==> config.mk <==
export PLATFORM = sky130hd
export DESIGN_NAME = alu_cmd_sequencer
export DESIGN_NICKNAME = d
export VERILOG_FILES = /design/src/rtl/alu_cmd_sequencer.sv
export SDC_FILE = /design/constraint.sdc
export NUM_CORES = 1
export LEC_CHECK = 0
export BUFFER_PORTS_ARGS = -buffer_cell sky130_fd_sc_hd__buf_2
export CORE_ASPECT_RATIO = 1.1
export CORE_MARGIN = 2
export CORE_UTILIZATION = 49
export DETAILED_ROUTE_END_ITERATION = 10
export GPL_TIMING_DRIVEN = 0
export PLACE_DENSITY = 0.82
export REMOVE_ABC_BUFFERS = 1
export SLEW_MARGIN = 20
export SYNTH_ARGS = -nofsm -noshare
export SYNTH_HDL_FRONTEND = slang
export SYNTH_SLANG_ARGS = --single-unit
==> constraint.sdc <==
create_clock -name clk -period 3.65 [get_ports clk]
set_input_delay 0.73 -clock clk [delete_from_list [all_inputs] [get_ports clk]]
set_output_delay 0.73 -clock clk [all_outputs]
set_load 0.05 [all_outputs]
==> src/rtl/alu_cmd_sequencer.sv <==
// ---------------------------------------------------------------------------
// alu_cmd_sequencer
//
// Collects a three-byte command from a UART receiver and runs it through an
// external ALU:
//   - operand A
//   - operand B
//   - opcode
// It then hands the ALU result to a UART transmitter and waits for that
// transmission to finish.
//
// Each accepted byte is registered onto ld_data. In the following cycle the
// matching load strobe is asserted, so the external operand and opcode
// registers capture ld_data on that edge.
//
// Optional feature (macro CMD_TIMEOUT_EN):
//   An inter-byte timeout in S_WAIT_B / S_WAIT_OP abandons a partially
//   received command after TIMEOUT_CYCLES cycles of silence. Without the
//   macro, no counter is built and the FSM waits indefinitely.
//
// Parameters:
//   DATA_WIDTH     - width of rx_data, ld_data, alu_result and tx_data
//   TIMEOUT_CYCLES - inter-byte timeout in clk cycles (minimum 2)
//
// Ports:
//   clk        in   rising-edge clock
//   reset      in   asynchronous active-low reset
//   rx_data    in   received byte, qualified by rx_valid
//   rx_valid   in   one-cycle strobe, new byte on rx_data
//   alu_result in   combinational ALU output fed by the operand registers
//   tx_busy    in   transmitter busy
//   tx_done    in   one-cycle strobe, transmission finished
//   ld_data    out  registered byte for the operand/opcode registers
//   load_a     out  one-cycle load enable, operand A register
//   load_b     out  one-cycle load enable, operand B register
//   load_op    out  one-cycle load enable, opcode register
//   tx_data    out  latched ALU result for transmission
//   tx_start   out  one-cycle transmit request
//   busy       out  high whenever a command is in progress
//   cmd_done   out  one-cycle strobe after the transmission completes
//   rx_overrun out  sticky flag, a received byte was dropped
// ---------------------------------------------------------------------------
module alu_cmd_sequencer #(
    parameter int DATA_WIDTH     = 8,
    parameter int TIMEOUT_CYCLES = 1000000
) (
    input  logic                  clk,
    input  logic                  reset,
    input  logic [DATA_WIDTH-1:0] rx_data,
    input  logic                  rx_valid,
    input  logic [DATA_WIDTH-1:0] alu_result,
    input  logic                  tx_busy,
    input  logic                  tx_done,
    output logic [DATA_WIDTH-1:0] ld_data,
    output logic                  load_a,
    output logic                  load_b,
    output logic                  load_op,
    output logic [DATA_WIDTH-1:0] tx_data,
    output logic                  tx_start,
    output logic                  busy,
    output logic                  cmd_done,
    output logic                  rx_overrun
);

    generate
        if (TIMEOUT_CYCLES < 2) begin : g_bad_timeout
            $error("alu_cmd_sequencer: TIMEOUT_CYCLES must be at least 2");
        end
    endgenerate

    typedef enum logic [2:0] {
        S_WAIT_A,
        S_WAIT_B,
        S_WAIT_OP,
        S_EXEC,
        S_SEND,
        S_WAIT_TX
    } state_t;

    state_t                state_q,      state_d;
    logic [DATA_WIDTH-1:0] ld_data_q,    ld_data_d;
    logic [DATA_WIDTH-1:0] tx_data_q,    tx_data_d;
    logic                  load_a_q,     load_a_d;
    logic                  load_b_q,     load_b_d;
    logic                  load_op_q,    load_op_d;
    logic                  cmd_done_q,   cmd_done_d;
    logic                  rx_overrun_q, rx_overrun_d;
    logic                  expired;

`ifdef CMD_TIMEOUT_EN
    localparam int CNT_W = (TIMEOUT_CYCLES > 2) ? $clog2(TIMEOUT_CYCLES) : 1;

    logic [CNT_W-1:0] cnt_q, cnt_d;

    assign expired = (cnt_q == CNT_W'(TIMEOUT_CYCLES - 1));
`else
    assign expired = 1'b0;
`endif

    always_comb begin
        state_d      = state_q;
        ld_data_d    = ld_data_q;
        tx_data_d    = tx_data_q;
        load_a_d     = 1'b0;
        load_b_d     = 1'b0;
        load_op_d    = 1'b0;
        cmd_done_d   = 1'b0;
        rx_overrun_d = rx_overrun_q;
        tx_start     = 1'b0;

        case (state_q)
            S_WAIT_A: begin
                if (rx_valid) begin
                    ld_data_d = rx_data;
                    load_a_d  = 1'b1;
                    state_d   = S_WAIT_B;
                end
            end

            S_WAIT_B: begin
                // A byte arriving on the expiry cycle wins over the timeout.
                if (rx_valid) begin
                    ld_data_d = rx_data;
                    load_b_d  = 1'b1;
                    state_d   = S_WAIT_OP;
                end else if (expired) begin
                    state_d = S_WAIT_A;
                end
            end

            S_WAIT_OP: begin
                // The opcode register only captures ld_data on the edge that
                // ends the load_op cycle. S_EXEC is therefore entered one
                // cycle later, so alu_result reflects the new opcode there.
                // A byte arriving during the load_op cycle has no slot left
                // and is dropped.
                if (load_op_q) begin
                    state_d = S_EXEC;
                    if (rx_valid) begin
                        rx_overrun_d = 1'b1;
                    end
                end else if (rx_valid) begin
                    ld_data_d = rx_data;
                    load_op_d = 1'b1;
                end else if (expired) begin
                    state_d = S_WAIT_A;
                end
            end

            S_EXEC: begin
                tx_data_d = alu_result;
                state_d   = S_SEND;
                if (rx_valid) begin
                    rx_overrun_d = 1'b1;
                end
            end

            S_SEND: begin
                if (!tx_busy) begin
                    tx_start = 1'b1;
                    state_d  = S_WAIT_TX;
                end
                if (rx_valid) begin
                    rx_overrun_d = 1'b1;
                end
            end

            S_WAIT_TX: begin
                if (tx_done) begin
                    cmd_done_d = 1'b1;
                    state_d    = S_WAIT_A;
                end
                if (rx_valid) begin
                    rx_overrun_d = 1'b1;
                end
            end

            default: begin
                state_d = S_WAIT_A;
            end
        endcase
    end

`ifdef CMD_TIMEOUT_EN
    // The count runs only while idling in an operand wait state. It restarts
    // from zero on any accepted byte or any state change.
    always_comb begin
        cnt_d = '0;
        if (((state_q == S_WAIT_B) || ((state_q == S_WAIT_OP) && !load_op_q)) &&
            !rx_valid && (state_d == state_q)) begin
            cnt_d = cnt_q + CNT_W'(1);
        end
    end

    always_ff @(posedge clk or negedge reset) begin
        if (!reset) begin
            cnt_q <= '0;
        end else begin
            cnt_q <= cnt_d;
        end
    end
`endif

    always_ff @(posedge clk or negedge reset) begin
        if (!reset) begin
            state_q      <= S_WAIT_A;
            ld_data_q    <= '0;
            tx_data_q    <= '0;
            load_a_q     <= 1'b0;
            load_b_q     <= 1'b0;
            load_op_q    <= 1'b0;
            cmd_done_q   <= 1'b0;
            rx_overrun_q <= 1'b0;
        end else begin
            state_q      <= state_d;
            ld_data_q    <= ld_data_d;
            tx_data_q    <= tx_data_d;
            load_a_q     <= load_a_d;
            load_b_q     <= load_b_d;
            load_op_q    <= load_op_d;
            cmd_done_q   <= cmd_done_d;
            rx_overrun_q <= rx_overrun_d;
        end
    end

    assign ld_data    = ld_data_q;
    assign tx_data    = tx_data_q;
    assign load_a     = load_a_q;
    assign load_b     = load_b_q;
    assign load_op    = load_op_q;
    assign cmd_done   = cmd_done_q;
    assign rx_overrun = rx_overrun_q;
    assign busy       = (state_q != S_WAIT_A);

endmodule

==> results.toml, run 1 <==
[global_route]
grt_max_degree = 25
grt_pass1_wl_um = 2970
grt_overflow = 0
grt_pass1_vias = 700
grt_usage_pct = 16.9
grt_antenna_before_repair = 0

[die]
die-height_um = 51.8
dieWidth_um = 47.4
ios = 44
dieArea_um2 = 2460
start_util_pct = 51.4
rows = 17
core-area_um2 = 1980

[placement]
port_buffers = 43
hpwl_um = 1410
gp_congestion = 0.743
place_ws_ns = 1.62

[timing]
max_freq_ghz = 0.439
setup-tns-final_ns = 0
slew-limit-headroom_pct = 65.7
slew_violations = 0
min_period_ns = 2.28
hold_viol = 0
worst_pin_slew_ns = 0.514
fin_skew_ns = 0.00811
setup_ws_ns = 1.37
period_share_pct = 62.4
setup_viol = 0
rsz0062_at_grt = "no"

[critical_path]
worstPathRequired_ns = 2.92
worstPathArrival_ns = 1.55
cp-end-kind = "primary output"
reg2reg_depth = 4
startpoint_type = "flip-flop"
slowest_stage = "dfrtp_1"
crit_type = "reg -> out"
crit_start = "state_q[2]"
cp_cell_sequence = "inv_1 -> nor4_1 -> buf_2"
r2r_start = "state_q[1]"
max_stage_delay_ns = 0.50
crit_fanout = 7

[drt]
num_vias = 713
avgViaCountPerCell = 4.95
wl_per_cell_um = 12.8
dr.pass1.iters = 3
drt_wl_total_um = 1850
first_iter_violations = 4
post-route-drc-count = 0
final_antenna_net_count = 0

[synthesis]
yosysWarnings = 0
synth_top_area_share_pct = 59.0
netlist_area_um2 = 1020
yosysTopAreaCell = "dfrtp_1"
synth-seq-cells = 24
yosysSeqAreaShare_pct = 59.0
synth_cell_types = 21
synth.area.top_cells = "dfrtp_1, mux2_2, nand4bb_4"
synthCells = 71
syn_area_per_cell_um2 = 14.3

[clock_network]
cts_tree = "done"
cts.hold.buffers_added = 0
cts.sinks = 24
cts_buffer_depth = 2
numCtsBuffers = 3
cts_setup_buffers = 0
ctsRootBufferMaster = "clkbuf_4"
cts_resized = 0
worstSkewPairLatency_ns = 0.31
cts.clk_slew.worst_paths_ns = 0.13
htreeDepth = 1

[job]
cap_violations = 0

[layout]
num-nets-final = 139
num_antenna_cells = 0
area_growth_pct = 27.6
final_cell_mix = "buf_2, dfrtp_1, mux2_2"
final_common_cell = "buf_2"
drive_above_1_share_pct = 58.6
fillers = 155

[worst_hold_path]
hold_path.class = "in -> async"

[outcome]
status = "completed"
-- flip-flops by register name (all words and copies together) (netlist names) --
signal      flops
load_a          1
load_b          1
state_q         3
cmd_done        1
ld_data         8
load_op         1
rx_overrun      1
tx_data         8
-- logic make-up (layout without fill, tap and decap cells) --
logic type,count (synthesis),after routing,synth area share (%)
buf+inv,6,51,3.69
compound gates,7,7,6.15
flops,24,24,59.0
fa+ha+maj,1,1,1.23
simple gates,17,17,11.8
mux,16,16,18.1
-- routing by layer --
metal  share of wire, %  track usage (%)  vias to the layer above
li1                   -                -                      336
met1                 38             18.7                      346
met2                 54             31.5                       31
met3                7.6             3.47                        0
met4                  0             4.17                        0
met5                  0                0                        -
-- synth_stat cells --
| library cell | instances |
|---|---|
| ha_1 | 1 |
| nor3_1 | 1 |
| mux2_2 | 15 |
| nor3b_4 | 1 |
| o31ai_1 | 1 |
| mux2_4 | 1 |
| inv_1 | 4 |
| buf_6 | 2 |
| nand3_2 | 1 |
| nand2_1 | 5 |
| nor2_1 | 3 |
| o211ai_4 | 1 |
| o211a_1 | 1 |
| nor4_1 | 1 |
| nand3_1 | 2 |
| o21ai_0 | 1 |
| nand4bb_4 | 1 |
| a31o_2 | 1 |
| nand2b_1 | 2 |
| a21oi_1 | 2 |
| dfrtp_1 | 24 |
-- critical path, delay by kind of cell (launching register included) --
| kind | cells | cell delay, ns |
|---|---|---|
| flops | 1 | 0.50 |
| buf+inv | 2 | 0.48 |
| simple gates | 1 | 0.25 |
-- layout make-up --
class / count / area [um^2] / share of cell area (%)
sequential: 24 / 601 / 46.3
multi-input combinational: 41 / 379 / 29.2
timing repair buffer: 43 / 215 / 16.6
tap: 28 / 35.0 / 2.70
clock inverter: 1 / 30.0 / 2.31
clock buffer: 3 / 22.5 / 1.74
inverter: 4 / 15.0 / 1.16
-- final timing paths --
kind,end,slack [ns]
setup / recovery,tx_start,1.37
hold / removal,state_q[2],0.37
setup reg to reg,ld_data[3],1.83
hold reg to reg,rx_overrun,0.48
max in group asynchronous,tx_data[7],2.93
min in group clk,rx_overrun,0.48
-- stage by stage --
| stage | hold slack, ns | utilization [%] | area [um^2] | cells |
|---|---|---|---|---|
| finish | 0.371 | 65.6 | 1300 | 144 |
| global route | 0.384 | 65.6 | 1300 | 144 |
| CTS | 0.378 | 65.6 | 1300 | 144 |
| detailed placement | 0.457 | 62.9 | 1240 | 140 |
| global placement | 0.448 | 62.9 | 1240 | 140 |
| floorplan | 0.434 | - | 995 | 69 |
Power of run 1 is left out: the tool's default activity adds up to more than one toggle a clock period on the data nets, which glitch-free logic cannot reach.
==> run 2: changes to the inputs <==
--- a/config.mk
+++ b/config.mk
@@ -8,10 +8,10 @@
 export BUFFER_PORTS_ARGS = -buffer_cell sky130_fd_sc_hd__buf_2
 export CORE_ASPECT_RATIO = 1.1
 export CORE_MARGIN = 2
-export CORE_UTILIZATION = 49
+export CORE_UTILIZATION = 41
 export DETAILED_ROUTE_END_ITERATION = 10
 export GPL_TIMING_DRIVEN = 0
-export PLACE_DENSITY = 0.82
+export PLACE_DENSITY = 0.73
 export REMOVE_ABC_BUFFERS = 1
 export SLEW_MARGIN = 20
 export SYNTH_ARGS = -nofsm -noshare
==> constraint.sdc (replaced) <==
create_clock -name clk -period 2.07 [get_ports clk]
set_input_delay 0.414 -clock clk [delete_from_list [all_inputs] [get_ports clk]]
set_output_delay 0.414 -clock clk [all_outputs]
set_load 0.05 [all_outputs]
==> run 2 against run 1 <==
  * Utilization decreased by 8.8 points
  * Sequential share of layout area decreased by 0.13 points
  * Clock-buffer cell count unchanged
  * Non-clock buffer count unchanged
  * Routed wire length decreased by 4.8%
  * Global-route usage decreased by 3.4 points
  * Cell area increased by 0.48%
  * Die area increased by 18%
  * Clock skew increased by 0.0021 ns
  * Critical path type unchanged
  * Largest cell class unchanged
==> results.toml, run 2 (synthesized netlist as in run 1, its figures left out) <==
[timing]
worst_pin_slew_ns = 0.493
rsz0062_at_grt = "no"
hold_ws_ns = 0.0400
setup_viol = 0
fin_skew_ns = 0.0102
hold_viol = 0
slew_violations = 0
slew-limit-headroom_pct = 67.1
min_period_ns = 1.92
max_freq_ghz = 0.522
period_share_pct = 92.5

[drt]
route.met3.wl_um = 124
drt_wl_total_um = 1760
dr.pass1.iters = 3
wl_met2_um = 904
post-route-drc-count = 0
drt-met1-wl_um = 680
avgViaCountPerCell = 4.82
dr.max_layer_used = "met4"
first_iter_violations = 2
wl_per_cell_um = 12.1
final_antenna_net_count = 0
num_vias = 703

[critical_path]
worstPathArrival_ns = 1.50
worstPathRequired_ns = 1.66
r2r_start = "state_q[1]"
crit_start = "state_q[0]"
cp-end-kind = "primary output"
startpoint_type = "flip-flop"
crit_fanout = 9
crit_type = "reg -> out"

[layout]
num-nets-final = 139
final_common_cell = "buf_2"
drive_above_1_share_pct = 59.5
fin_util_pct = 56.8
num_antenna_cells = 0
final_cell_mix = "buf_2, dfrtp_1, mux2_2"
fin_cells = 146
area_growth_pct = 28.2

[clock_network]
cts.hold.buffers_added = 0
numCtsBuffers = 3
cts.sinks = 24
cts_buffer_depth = 2
cts_setup_buffers = 0
cts.clk_slew.worst_paths_ns = 0.13
ctsRootBufferMaster = "clkbuf_4"
htreeDepth = 1
worstSkewPairLatency_ns = 0.31
cts_tree = "done"
cts_resized = 0

[placement]
placed_cells = 142
hpwl_um = 1380
gp_congestion = 0.753
port_buffers = 43

[outcome]
status = "completed"

[global_route]
grt_pass1_vias = 692
grt_usage_pct = 13.6
grt_antenna_before_repair = 0
grt_overflow = 0
grt_max_degree = 25
grt_pass1_wl_um = 2930

[die]
dieWidth_um = 51.5
ios = 44
core-area_um2 = 2300
start_util_pct = 44.3
rows = 18
die-height_um = 56.2
dieArea_um2 = 2900

[worst_hold_path]
hold_path.class = "in -> async"

[job]
cap_violations = 0
[run 2: changes by cell type in the layout (fill, tap and decap cells not counted)]
cell,before,now
buf_2,43,42
dfrtp_1,24,23
clkbuf_4,3,4
dfrtp_2,0,1
[run 2: per-stage QoR]
step / TNS [ns] / cell area, um^2 / worst slack, ns
after global routing: 0 / 1300 / 0.0743
after global placement: 0 / 1250 / 0.293
after floorplan: -0.422 / 995 / -0.422
final: 0 / 1300 / 0.155
after detailed placement: 0 / 1250 / 0.279
after CTS: 0 / 1300 / 0.0758
[run 2: metal layers]
| metal | GRT usage [%] | up-vias |
|---|---|---|
| met2 | 23.4 | 29 |
| met1 | 14.7 | 332 |
| met4 | 9.02 | 0 |
| li1 | - | 338 |
| met3 | 2.42 | 4 |
| met5 | 0 | - |
[run 2: final timing paths]
kind                         endpoint  cells after the start  slack (ns)
max in group asynchronous  state_q[2]                      1        1.67
min in group clk           ld_data[5]                      2        0.32
setup reg to reg           ld_data[1]                      4        0.27
hold / removal             ld_data[5]                      1        0.04
setup / recovery             tx_start                      2        0.15
hold reg to reg            rx_overrun                      1        0.48
[run 2: cell type report]
cell class	count	area [um^2]
repair buffers	43	218
clock inverters	1	30.0
multi-input cells	41	379
well taps	30	37.5
clock buffers	3	22.5
inverters	4	15.0
fillers	216	993
flip-flops and latches	24	602
[run 2: worst max-delay path, cell delays in order, from the launching register on]
cell and delay (ns):
dfrtp_1 0.53, nor4_1 0.36, clkbuf_4 0.30
Power of run 2 is left out for the same reason.
==> run 3: changes to the inputs <==
--- a/config.mk
+++ b/config.mk
@@ -5,7 +5,7 @@
 export SDC_FILE = /design/constraint.sdc
 export NUM_CORES = 1
 export LEC_CHECK = 0
-export BUFFER_PORTS_ARGS = -buffer_cell sky130_fd_sc_hd__buf_2
+export BUFFER_PORTS_ARGS = -buffer_cell sky130_fd_sc_hd__clkbuf_2
 export CORE_ASPECT_RATIO = 1.1
 export CORE_MARGIN = 2
 export CORE_UTILIZATION = 41
==> run 3 against run 2 <==
  * Sequential share of layout area is 0.62 points higher
  * Worst hold slack better by 0.031 ns
  * Cell area is 1.5% lower
  * Via count is 2.1% higher
  * Critical path depth is 1 higher
  * Setup slack worse by 0.018 ns
  * Sequential cell count stayed put
  * Non-clock buffer count stayed put
  * Maximum frequency is 0.91% lower
  * Routed wire length is 0.51% lower
==> results.toml, run 3 (synthesized netlist as in run 1, its figures left out) <==
[layout]
multi_input_area_um2 = 379
final_common_cell = "clkbuf_2"
final-seq-area_um2 = 601
fin_util_pct = 55.9
final_cell_mix = "clkbuf_2, dfrtp_1, mux2_2"
num-nets-final = 139
fillers = 213
fin_cells = 146
drive_above_1_share_pct = 58.6
area_growth_pct = 26.2
num_antenna_cells = 0

[clock_network]
cts_resized = 0
cts_buffer_depth = 2
htreeDepth = 1
cts_tree = "done"
cts.hold.buffers_added = 0
numCtsBuffers = 3
cts.sinks = 24
cts_setup_buffers = 0
cts.clk_slew.worst_paths_ns = 0.12
worstSkewPairLatency_ns = 0.30
ctsRootBufferMaster = "clkbuf_4"

[placement]
hpwl_um = 1380
placed_cells = 142
gp_congestion = 0.753
port_buffers = 43

[timing]
hold_ws_ns = 0.0715
min_period_ns = 1.93
period_share_pct = 93.4
worst_pin_slew_ns = 0.551
hold_viol = 0
setup_viol = 0
rsz0062_at_grt = "no"
slew-limit-headroom_pct = 63.2
max_freq_ghz = 0.517
fin_skew_ns = 0.00313
slew_violations = 0

[drt]
final_antenna_net_count = 0
avgViaCountPerCell = 4.92
wl_per_cell_um = 12.0
num_vias = 718
dr.pass1.iters = 4
first_iter_violations = 1
drt_wl_total_um = 1750
post-route-drc-count = 0

[job]
cap_violations = 0

[global_route]
grt_max_degree = 25
grt_antenna_before_repair = 0
grt_pass1_wl_um = 2720
grt_overflow = 0
grt_pass1_vias = 672
grt_usage_pct = 12.5

[critical_path]
cp-end-kind = "primary output"
r2r_start = "state_q[1]"
worstPathArrival_ns = 1.52
crit_fanout = 7
ff2ff_setup_slack_ns = 0.27
regToRegEndpoint = "ld_data[2]"
crit_start = "state_q[2]"
worstPathRequired_ns = 1.66
startpoint_type = "flip-flop"
crit_type = "reg -> out"
reg2reg_depth = 4

[outcome]
status = "completed"

[die]
start_util_pct = 44.3
dieWidth_um = 51.5
core-area_um2 = 2300
rows = 18
die-height_um = 56.2
ios = 44
dieArea_um2 = 2900

[worst_hold_path]
hold_path.class = "in -> async"
==> run 3: cell count changes in the layout (fill, tap and decap cells not counted), sizes merged <==
cell    delta
clkbuf    +42
buf       -41
bufinv     -1
==> run 3: cell type report <==
cell class,instances,area share [%]
clock buffer,4,2.83
timing repair buffer,43,16.8
multi-input combinational,41,29.5
sequential,24,46.8
tap,30,2.92
inverter,4,1.17
==> run 3: metal layers <==
metal  track usage (%)  routed length, um  vias up  share of wire, %
met5                 0                  0        -                 0
met2              22.5                925       27                53
met4              7.89                 27        0               1.5
li1                  -                  -      338                 -
met3             0.806                116        2               6.6
met1              13.7                682      351                39
==> run 3: worst max-delay path by stage <==
stage            endpoint  slack (ns)
3_3_place_gp   ld_data[2]        0.29
5_1_grt          tx_start        0.02
6_report         tx_start        0.14
3_5_place_dp   ld_data[7]        0.26
2_1_floorplan    tx_start       -0.42
4_1_cts          tx_start        0.09
==> run 3: per-stage QoR <==
stage                     setup slack (ns)  cell area, um^2  TNS, ns
after floorplan                     -0.422              995   -0.422
after CTS                           0.0937             1280        0
after global routing                0.0166             1280        0
final                                0.137             1280        0
after detailed placement             0.263             1250        0
after global placement               0.292             1250        0
==> run 3: critical path: stages, from the launching register on <==
cell	delay, ns
dfrtp_1	0.50
inv_1	0.16
nor4_1	0.25
buf_2	0.31
Power of run 3 is left out for the same reason.
